### config.mk
export PLATFORM = sky130hd
export DESIGN_NAME = ysyx_22050550_mul_ctrl
export DESIGN_NICKNAME = d
export VERILOG_FILES = /design/src/rtl/ysyx_22050550_mul_ctrl_pkg.sv /design/src/rtl/ysyx_22050550_mul_ctrl_reuse.sv /design/src/rtl/ysyx_22050550_mul_ctrl.sv
export SDC_FILE = /design/constraint.sdc
export NUM_CORES = 1
export LEC_CHECK = 0
export BUFFER_PORTS_ARGS = -buffer_cell sky130_fd_sc_hd__buf_2
export CORE_ASPECT_RATIO = 0.7
export CORE_UTILIZATION = 59
export CTS_CLUSTER_SIZE = 20
export DETAILED_ROUTE_END_ITERATION = 12
export GPL_ROUTABILITY_DRIVEN = 0
export PLACE_DENSITY = 0.95
export SYNTH_ARGS = -nofsm -noshare
export SYNTH_HDL_FRONTEND = slang
export SYNTH_HIERARCHICAL = 1
export SYNTH_SLANG_ARGS = --single-unit
### constraint.sdc
create_clock -name clock -period 20.3 [get_ports clock]
set_input_delay 2.03 -clock clock [delete_from_list [all_inputs] [get_ports clock]]
set_output_delay 2.03 -clock clock [all_outputs]
set_load 0.05 [all_outputs]
### src/rtl/ysyx_22050550_mul_ctrl_pkg.sv
// Shared encodings for the RV64M multiply controller: op codes, Booth
// signedness codes and controller states.
package ysyx_22050550_mul_ctrl_pkg;

  localparam logic [2:0] OP_MUL    = 3'b000;
  localparam logic [2:0] OP_MULH   = 3'b001;
  localparam logic [2:0] OP_MULHSU = 3'b010;
  localparam logic [2:0] OP_MULHU  = 3'b011;
  localparam logic [2:0] OP_MULW   = 3'b100;

  localparam logic [1:0] SGN_SS = 2'b11;
  localparam logic [1:0] SGN_SU = 2'b10;
  localparam logic [1:0] SGN_UU = 2'b00;

  typedef enum logic [1:0] {
    ST_IDLE  = 2'd0,
    ST_ISSUE = 2'd1,
    ST_BUSY  = 2'd2,
    ST_RESP  = 2'd3
  } mul_state_e;

  // Undefined op codes behave exactly like MUL everywhere downstream.
  function automatic logic [2:0] op_norm(input logic [2:0] op);
    return (op > OP_MULW) ? OP_MUL : op;
  endfunction

  function automatic logic [1:0] op_signed(input logic [2:0] op);
    case (op)
      OP_MULHSU: return SGN_SU;
      OP_MULHU:  return SGN_UU;
      default:   return SGN_SS;
    endcase
  endfunction

endpackage

### src/rtl/ysyx_22050550_mul_ctrl_reuse.sv
// Single-entry reuse buffer: remembers the last full 128-bit product and
// answers a repeated operand pair without touching the multiplier.
module ysyx_22050550_MulReuseBuf
  import ysyx_22050550_mul_ctrl_pkg::*;
#(
  parameter int XLEN = 64
) (
  input  logic            clock,
  input  logic            reset,
  input  logic            wr_en,
  input  logic [XLEN-1:0] wr_src1,
  input  logic [XLEN-1:0] wr_src2,
  input  logic [1:0]      wr_signed,
  input  logic [XLEN-1:0] wr_result_h,
  input  logic [XLEN-1:0] wr_result_l,
  input  logic [2:0]      lk_op,
  input  logic [XLEN-1:0] lk_src1,
  input  logic [XLEN-1:0] lk_src2,
  output logic            hit,
  output logic [XLEN-1:0] hit_data
);

  logic            valid_q;
  logic [XLEN-1:0] src1_q, src2_q, res_h_q, res_l_q;
  logic [1:0]      signed_q;
  logic            opnd_match;

  always_ff @(posedge clock or posedge reset) begin
    if (reset) begin
      valid_q  <= 1'b0;
      src1_q   <= '0;
      src2_q   <= '0;
      signed_q <= '0;
      res_h_q  <= '0;
      res_l_q  <= '0;
    end else if (wr_en) begin
      valid_q  <= 1'b1;
      src1_q   <= wr_src1;
      src2_q   <= wr_src2;
      signed_q <= wr_signed;
      res_h_q  <= wr_result_h;
      res_l_q  <= wr_result_l;
    end
  end

  assign opnd_match = valid_q && (lk_src1 == src1_q) && (lk_src2 == src2_q);

  // The low half is signedness-independent, so MUL may reuse any entry.
  always_comb begin
    hit      = 1'b0;
    hit_data = res_h_q;
    if (opnd_match && lk_op != OP_MULW) begin
      if (lk_op == OP_MUL) begin
        hit      = 1'b1;
        hit_data = res_l_q;
      end else begin
        hit = (signed_q == op_signed(lk_op));
      end
    end
  end

endmodule

### src/rtl/ysyx_22050550_mul_ctrl.sv
// Sequences RV64M multiply ops from the EXU onto the shared Booth multiplier,
// with an optional one-entry reuse buffer for MULH/MUL pairs.
//
// state    | meaning
// ST_IDLE  | ready for a request; reuse lookup on accept
// ST_ISSUE | operands latched, waiting for MulReady to pulse MulValid
// ST_BUSY  | multiplier running, waiting for OutValid
// ST_RESP  | result held under RespValid until RespReady
module ysyx_22050550_mul_ctrl
  import ysyx_22050550_mul_ctrl_pkg::*;
#(
  parameter int XLEN     = 64,
  parameter bit REUSE_EN = 1'b1
) (
  input  logic            clock,
  input  logic            reset,
  input  logic            io_Exu_ReqValid,
  output logic            io_Exu_ReqReady,
  input  logic [2:0]      io_Exu_Op,
  input  logic [XLEN-1:0] io_Exu_Src1,
  input  logic [XLEN-1:0] io_Exu_Src2,
  input  logic            io_Exu_Flush,
  output logic            io_Exu_RespValid,
  input  logic            io_Exu_RespReady,
  output logic [XLEN-1:0] io_Exu_Result,
  output logic            io_Mul_MulValid,
  output logic            io_Mul_Flush,
  output logic            io_Mul_Mulw,
  output logic [1:0]      io_Mul_MulSigned,
  output logic [XLEN-1:0] io_Mul_Multiplicand,
  output logic [XLEN-1:0] io_Mul_Multiplier,
  input  logic            io_Mul_MulReady,
  input  logic            io_Mul_OutValid,
  input  logic [XLEN-1:0] io_Mul_ResultH,
  input  logic [XLEN-1:0] io_Mul_ResultL
);

  mul_state_e      state, state_nxt;
  logic [2:0]      op_q, op_in;
  logic [XLEN-1:0] src1_q, src2_q, result_q;
  logic            mulw_q;
  logic [1:0]      signed_q;
  logic            accept, out_take, buf_wr, hit;
  logic [XLEN-1:0] hit_data, out_sel;

  assign op_in    = op_norm(io_Exu_Op);
  assign accept   = (state == ST_IDLE) && io_Exu_ReqValid && !io_Exu_Flush;
  assign out_take = (state == ST_BUSY) && io_Mul_OutValid && !io_Exu_Flush;
  assign buf_wr   = out_take && !mulw_q;

  generate
    if (REUSE_EN) begin : g_reuse
      ysyx_22050550_MulReuseBuf #(.XLEN(XLEN)) u_reuse (
        .clock       (clock),
        .reset       (reset),
        .wr_en       (buf_wr),
        .wr_src1     (src1_q),
        .wr_src2     (src2_q),
        .wr_signed   (signed_q),
        .wr_result_h (io_Mul_ResultH),
        .wr_result_l (io_Mul_ResultL),
        .lk_op       (op_in),
        .lk_src1     (io_Exu_Src1),
        .lk_src2     (io_Exu_Src2),
        .hit         (hit),
        .hit_data    (hit_data)
      );
    end else begin : g_no_reuse
      assign hit      = 1'b0;
      assign hit_data = '0;
    end
  endgenerate

  always_comb begin
    out_sel = io_Mul_ResultH;
    if (mulw_q) begin
      out_sel = {{(XLEN-32){io_Mul_ResultL[31]}}, io_Mul_ResultL[31:0]};
    end else if (op_q == OP_MUL) begin
      out_sel = io_Mul_ResultL;
    end
  end

  always_comb begin
    state_nxt = state;
    case (state)
      ST_IDLE: begin
        if (accept) state_nxt = hit ? ST_RESP : ST_ISSUE;
      end
      ST_ISSUE: begin
        if (io_Exu_Flush)         state_nxt = ST_IDLE;
        else if (io_Mul_MulReady) state_nxt = ST_BUSY;
      end
      ST_BUSY: begin
        if (io_Exu_Flush)         state_nxt = ST_IDLE;
        else if (io_Mul_OutValid) state_nxt = ST_RESP;
      end
      ST_RESP: begin
        if (io_Exu_Flush || io_Exu_RespReady) state_nxt = ST_IDLE;
      end
      default: state_nxt = ST_IDLE;
    endcase
  end

  // Operand/control registers only load on accept, so they stay frozen
  // across ISSUE and BUSY while the multiplier re-reads them each cycle.
  always_ff @(posedge clock or posedge reset) begin
    if (reset) begin
      state    <= ST_IDLE;
      op_q     <= '0;
      src1_q   <= '0;
      src2_q   <= '0;
      mulw_q   <= 1'b0;
      signed_q <= '0;
      result_q <= '0;
    end else begin
      state <= state_nxt;
      if (accept) begin
        op_q     <= op_in;
        src1_q   <= io_Exu_Src1;
        src2_q   <= io_Exu_Src2;
        mulw_q   <= (op_in == OP_MULW);
        signed_q <= op_signed(op_in);
        if (hit) result_q <= hit_data;
      end
      if (out_take) result_q <= out_sel;
    end
  end

  assign io_Exu_ReqReady     = (state == ST_IDLE);
  assign io_Exu_RespValid    = (state == ST_RESP);
  assign io_Exu_Result       = result_q;
  assign io_Mul_MulValid     = (state == ST_ISSUE) && io_Mul_MulReady && !io_Exu_Flush;
  assign io_Mul_Flush        = io_Exu_Flush && (state == ST_BUSY);
  assign io_Mul_Mulw         = mulw_q;
  assign io_Mul_MulSigned    = signed_q;
  assign io_Mul_Multiplicand = src1_q;
  assign io_Mul_Multiplier   = src2_q;

endmodule

---- Yosys cells after proc, flatten, opt, wreduce, memory -nomap -nowiden ----
Cells that the tools add are included.
word-level totals
  register bits ........................... 459
  bits of input ports ..................... 266
  output and inout bits ................... 199
  word-level logic and storage cells ...... 70
operators by class
  $lt $le $gt $ge ......................... 1
  equality and inequality tests ........... 14
  muxes and demuxes ....................... 21
  reductions and logical operators ........ 21
operator list
  operator              count
  $mux W64              7
  $eq A64 B64 Y1        2
  $mux W2               9
  $logic_and A1 B1 Y1   11
  $ne A3 B3 Y1 const B  3
  $pmux W2 S4           1
  $eq A3 B2 Y1 const B  2
  $logic_not A3 Y1      2
  $eq A2 B2 Y1 const B  2
  $ne A2 B1 Y1 const B  2
  $pmux W2 S2           1
  $reduce_and A4 Y1     1
  $reduce_bool A2 Y1    2
  $eq A3 B3 Y1 const B  1
  $gt A3 B3 Y1 const B  1
  $mux W3               1
  $eq A2 B1 Y1 const B  1
  $eq A2 B2 Y1          1
  $logic_not A1 Y1      2
  $logic_not A2 Y1      1
  $mux W1               2
  $reduce_and A2 Y1     1
  $logic_or A1 B1 Y1    1

---- Logic depth before layout (Yosys ltp) ----
  depth after elaboration ................. 12
  mapped depth ............................ 13
  depth with buffers taken out ............ 11

---- Cells and area by module ----
The synthesis kept the hierarchy.
by module, submodules not included
  module                     times used  cells each  area each (um^2)  seq. area each (um^2)
  ysyx_22050550_MulReuseBuf  1           937         12,508.2          6,481.2
  ysyx_22050550_mul_ctrl     1           711         8,790.9           5,004.8

---- Worst setup path after synthesis ----
OpenSTA, ideal clock, no wires.
  path type ............................... in2out
  start ................................... input io_Exu_Flush
  end ..................................... output io_Mul_MulValid
  arrival time ............................ 3.264 ns
  path slack .............................. 15.006 ns
  cell stages on the path ................. 2
  path buffers ............................ 1
  cells stage by stage .................... buf_2 > nor3_1
between the ends
  cells in the longest elaborated chain, start to end .. 2
ends and longest elaborated chain
  element              RTL line                       text
  start, declared      ysyx_22050550_mul_ctrl.sv:22   input logic io_Exu_Flush,
  $logic_not A1 Y1     ysyx_22050550_mul_ctrl.sv:132  assign io_Mul_MulValid = (state == ST_ISSUE) && io_Mul_MulReady && !io_Exu_Flush;
  $logic_and A1 B1 Y1  ysyx_22050550_mul_ctrl.sv:132
  end, declared        ysyx_22050550_mul_ctrl.sv:26   output logic io_Mul_MulValid,
No other way between the ends.

---- Final worst setup path ----
  start ................................... input io_Exu_Op[2]
  end ..................................... register result_q[42] (netlist: io_Exu_Result[42])
between the ends
  elaborated cells on any way between the ends .. 20
  those cells by class .................... order compare: 1; eq/ne: 4; mux: 11; reduce/logical: 4
RTL lines
  element                                                  RTL line                                                                text
  start, declared                                          ysyx_22050550_mul_ctrl.sv:19                                            input logic [2:0] io_Exu_Op,
  $gt A3 B3 Y1 (*)                                         ysyx_22050550_mul_ctrl_pkg.sv:24                                        return (op > OP_MULW) ? OP_MUL : op;
  $mux W3 (*)                                              ysyx_22050550_mul_ctrl_pkg.sv:24
  net op_in[1]                                             ysyx_22050550_mul_ctrl.sv:39                                            logic [2:0] op_q, op_in;
  $logic_not A3 Y1 / $ne A3 B3 Y1 (equally long branches)  ysyx_22050550_mul_ctrl_reuse.sv:53, ysyx_22050550_mul_ctrl_reuse.sv:52
  $mux W64 / $logic_and A1 B1 Y1 (equally long branches)   ysyx_22050550_mul_ctrl_reuse.sv:53, ysyx_22050550_mul_ctrl_reuse.sv:52
  $mux W64 (*)                                             ysyx_22050550_mul_ctrl_reuse.sv:52                                      if (opnd_match && lk_op != OP_MULW) begin
  net hit_data[42]                                         ysyx_22050550_mul_ctrl.sv:44                                            logic [XLEN-1:0] hit_data, out_sel;
  $mux W64 (*)                                             ysyx_22050550_mul_ctrl.sv:123                                           if (hit) result_q <= hit_data;
  $mux W64 (*)                                             ysyx_22050550_mul_ctrl.sv:117                                           if (accept) begin
  $mux W64 (*)                                             ysyx_22050550_mul_ctrl.sv:125                                           if (out_take) result_q <= out_sel;
  end signal, assigned                                     ysyx_22050550_mul_ctrl.sv:123
  end signal, assigned                                     ysyx_22050550_mul_ctrl.sv:125
  end, declared                                            ysyx_22050550_mul_ctrl.sv:40                                            logic [XLEN-1:0] src1_q, src2_q, result_q;
Mark *: on every way through the listed nets, which the timed path passes. The rest lies on a longest branch. The select of a mux whose other input is x is not followed.
A chain may end at the register's enable or synchronous reset.

==> results.yml <==
worst_setup_path:
  cp_data_arrival_time_ns: 5.90
  crit_chain: "buf_2 -> nor2b_1 -> nor2_1 -> a2111oi_0 -> buf_4 -> nand4_1 -> nor4_4 -> buf_4 -> buf_4 -> mux2_4 -> a21oi_1 -> a31oi_1"
  worst_path_most_repeated_cell: "buf_4"
  path_class: "in2reg"
  start_kind: "input port"
  worstPathMaxFanout: 38
  worst_ep_required_time_ns: 20.64
  cpPeakStageDelay_ns: 0.69
  cpLargestDelayFamily: "buffers and inverters"
  cp-end-kind: "flop"
  critPathSlowestCell: "buf_4"
  critPathBufInv: 4
sta:
  rsz0062_at_grt: "no"
  final_hold_viol_count: 0
  slew_violations: 0
  fin_hold_ws_ns: 0.4755
  max_freq_ghz: 0.1799
  post-route-period-util_pct: 27.39
  setup-tns-final_ns: 0
  slew_headroom_pct: 8.080
  tightest_slew_ns: 1.379
  final-setup-viol-count: 0
  setup_ws_ns: 14.74
  min_period_ns: 5.560
  skew_ns: 0.03491
run:
  drv_cap: 0
power_and_ir_drop:
  sw_frac_of_total_pct: 39.77
  powerDensity_nw_per_um2: 157.3
  seq_power_share_pct: 39.6
  power.leakage_nw: 11.51
  clkPwrFrac_pct: 20.7
  peakVddDrop_mv: 0.1305
  power.switching_mw: 1.591
  intPower_mw: 2.409
  p_comb_share_pct: 39.7
die:
  dieWidth_um: 229.1
  core_area_um2: 35090
  die_h_um: 161.0
  rows: 57
  pin_count: 465
  start_util_pct: 60.70
  dieArea_um2: 36880
logic_synthesis:
  avgSynthCellArea_um2: 12.92
  post-synth-top-count-cell: "dfrtp_1"
  synth_cell_types: 52
  synthTopCellsByCount: "dfrtp_1 (459), mux2_2 (393), nand2_1 (90)"
  synth_nets: 1914
  yosys.area.top_type: "dfrtp_1"
  synth-seq-cells: 459
  synth_edf_count: 0
  yosys_warnings: 6
  ys_seq_area_share_pct: 53.93
  yosys.area.top_type_share_pct: 53.93
  netlist_area_um2: 21300
  synthCells: 1648
  synth_flop_cell: "dfrtp_1"
  synthArstFlopShare_pct: 100.0
  yosys-top-cells-area: "dfrtp_1 (54%), mux2_2 (21%), mux2_4 (4.2%)"
global_routing:
  overflow: 0
  grt_pass1_wl_mm: 95.68
  grt_pass1_vias: 16770
  track_usage_pct: 33.23
  antenna_found_initial: 15
  grt_max_degree: 230
final_layout:
  fin_nets: 2348
  area_growth_pct: 19.37
  utilization_pct: 72.46
  finalNonFillerCells: 2599
  final_layout_size_suffix_gt1_share_pct: 48.01
clock_tree:
  clockBufferDepth: 3
  htree_levels: 2
  clk_latency_ns: 0.55
  clockRootBuffer: "clkbuf_16"
  path_clk_slew_ns: 0.07
  cts_hold_buffers: 0
  clock_sinks: 459
  cts_resized: 0
  cts_tree: "built"
  cts_setup_buffers: 0
  numCtsBuffers: 42
drt:
  vias: 15790
  route.detailed.drc: 0
  drtIter0Drc: 1862
  totalWireLength_mm: 61.19
  wl_per_cell_um: 23.54
  avgViaCountPerCell: 6.077
  drt_pass1_iterations: 9
  postRouteAntennaNets: 0
placed_design:
  hpwl_mm: 41.78
  numPlacedInstances: 2510
  place_ws_ns: 14.16
  place.port_buffers: 464
min_path:
  hold_path.class: "reg2reg"
status:
  status: "finished clean"
cell families after synthesis:
kind of cell	Yosys count	share of synthesized area [%]
AO/OA/AOI/OAI	158	4.970
XOR/XNOR	59	2.426
buffers and inverters	124	2.732
flip-flops	459	53.93
multiplexers	498	27.20
AND/OR/NAND/NOR	350	8.747
path summary, 6_finish.rpt:
| check | endpoint | slack [ns] | start | cells after the start |
|---|---|---|---|---|
| setup / recovery | io_Exu_Result[42] | 14.74 | io_Exu_Op[2] | 12 |
| hold / removal | g_reuse.u_reuse/valid_q | 0.48 | g_reuse.u_reuse/valid_q | 1 |
| setup reg to reg | io_Exu_Result[42] | 15.95 | g_reuse.u_reuse/src2_q[57] | 10 |
| hold reg to reg | g_reuse.u_reuse/valid_q | 0.48 | g_reuse.u_reuse/valid_q | 1 |
| max in group asynchronous | g_reuse.u_reuse/src1_q[57] | 16.19 | reset | 4 |
| min in group asynchronous | io_Exu_Result[44] | 1.63 | reset | 2 |
flip-flops by register name, indices dropped and copies added (netlist names), 2 cells and up:
signal,flops
io_Mul_MulSigned,2
io_Mul_Multiplier,64
state,2
g_reuse.u_reuse/res_h_q,64
io_Exu_Result,64
g_reuse.u_reuse/res_l_q,64
op_q,3
g_reuse.u_reuse/signed_q,2
io_Mul_Multiplicand,64
g_reuse.u_reuse/src2_q,64
g_reuse.u_reuse/src1_q,64
metal layers:
layer  global-route usage [%]  vias up  part of all wire [%]
met2                    54.20      862                    49
met4                    14.45        2                   4.6
met1                    42.97     7957                    39
met5                        0        -                 0.021
met3                    7.386      220                   7.9
li1                         -     6753                     -
cell usage in the layout, fill, tap and decap left out, types with 16 or more instances in the layout:
| cell type | netlist | layout |
|---|---|---|
| nor2b_1 | 82 | 82 |
| nand3_1 | 33 | 33 |
| mux2i_1 | 32 | 32 |
| o211ai_1 | 32 | 32 |
| nand2b_1 | 23 | 23 |
| dfrtp_1 | 459 | 459 |
| nand2_1 | 90 | 90 |
| a31oi_1 | 34 | 34 |
| xnor2_1 | 51 | 51 |
| nor2_1 | 43 | 43 |
| a21oi_1 | 35 | 35 |
| nand4_1 | 22 | 22 |
| mux2_4 | 60 | 60 |
| inv_1 | 33 | 31 |
| o21ai_0 | 22 | 22 |
| mux2_2 | 393 | 393 |
| buf_4 | 4 | 16 |
| nor4_1 | 33 | 33 |
| clkbuf_16 | 0 | 43 |
| buf_2 | 39 | 464 |
power by group through the flow:
| stage | registers (mW) | logic, mW | clock network, mW |
|---|---|---|---|
| 5_1_grt | 1.62 | 1.67 | 0.880 |
| 2_1_floorplan | 2.01 | 0.698 | 0 |
| 3_3_place_gp | 1.54 | 1.51 | 0 |
| 3_5_place_dp | 1.58 | 1.57 | 0 |
| 6_report | 1.58 | 1.59 | 0.828 |
| 4_1_cts | 1.57 | 1.58 | 0.841 |
area by class of cell:
class / count / area, µm²
Sequential cell: 459 / 11490
Multi-Input combinational cell: 1065 / 9266
Clock buffer: 63 / 1281
Timing Repair Buffer: 481 / 2462
Clock inverter: 11 / 161.4
Tap cell: 472 / 590.6
Inverter: 33 / 138.9
Antenna cell: 15 / 37.54
Fill cell: 2167 / 9664
stage by stage:
stage	power (mW)	instance area, µm²
after global placement	3.044	23940
after global routing	4.169	25420
after CTS	3.997	25390
after floorplan	2.705	21300
final	4.000	25420
after detailed placement	3.148	23940
No activity file was read; power rests on OpenSTA's default activity.
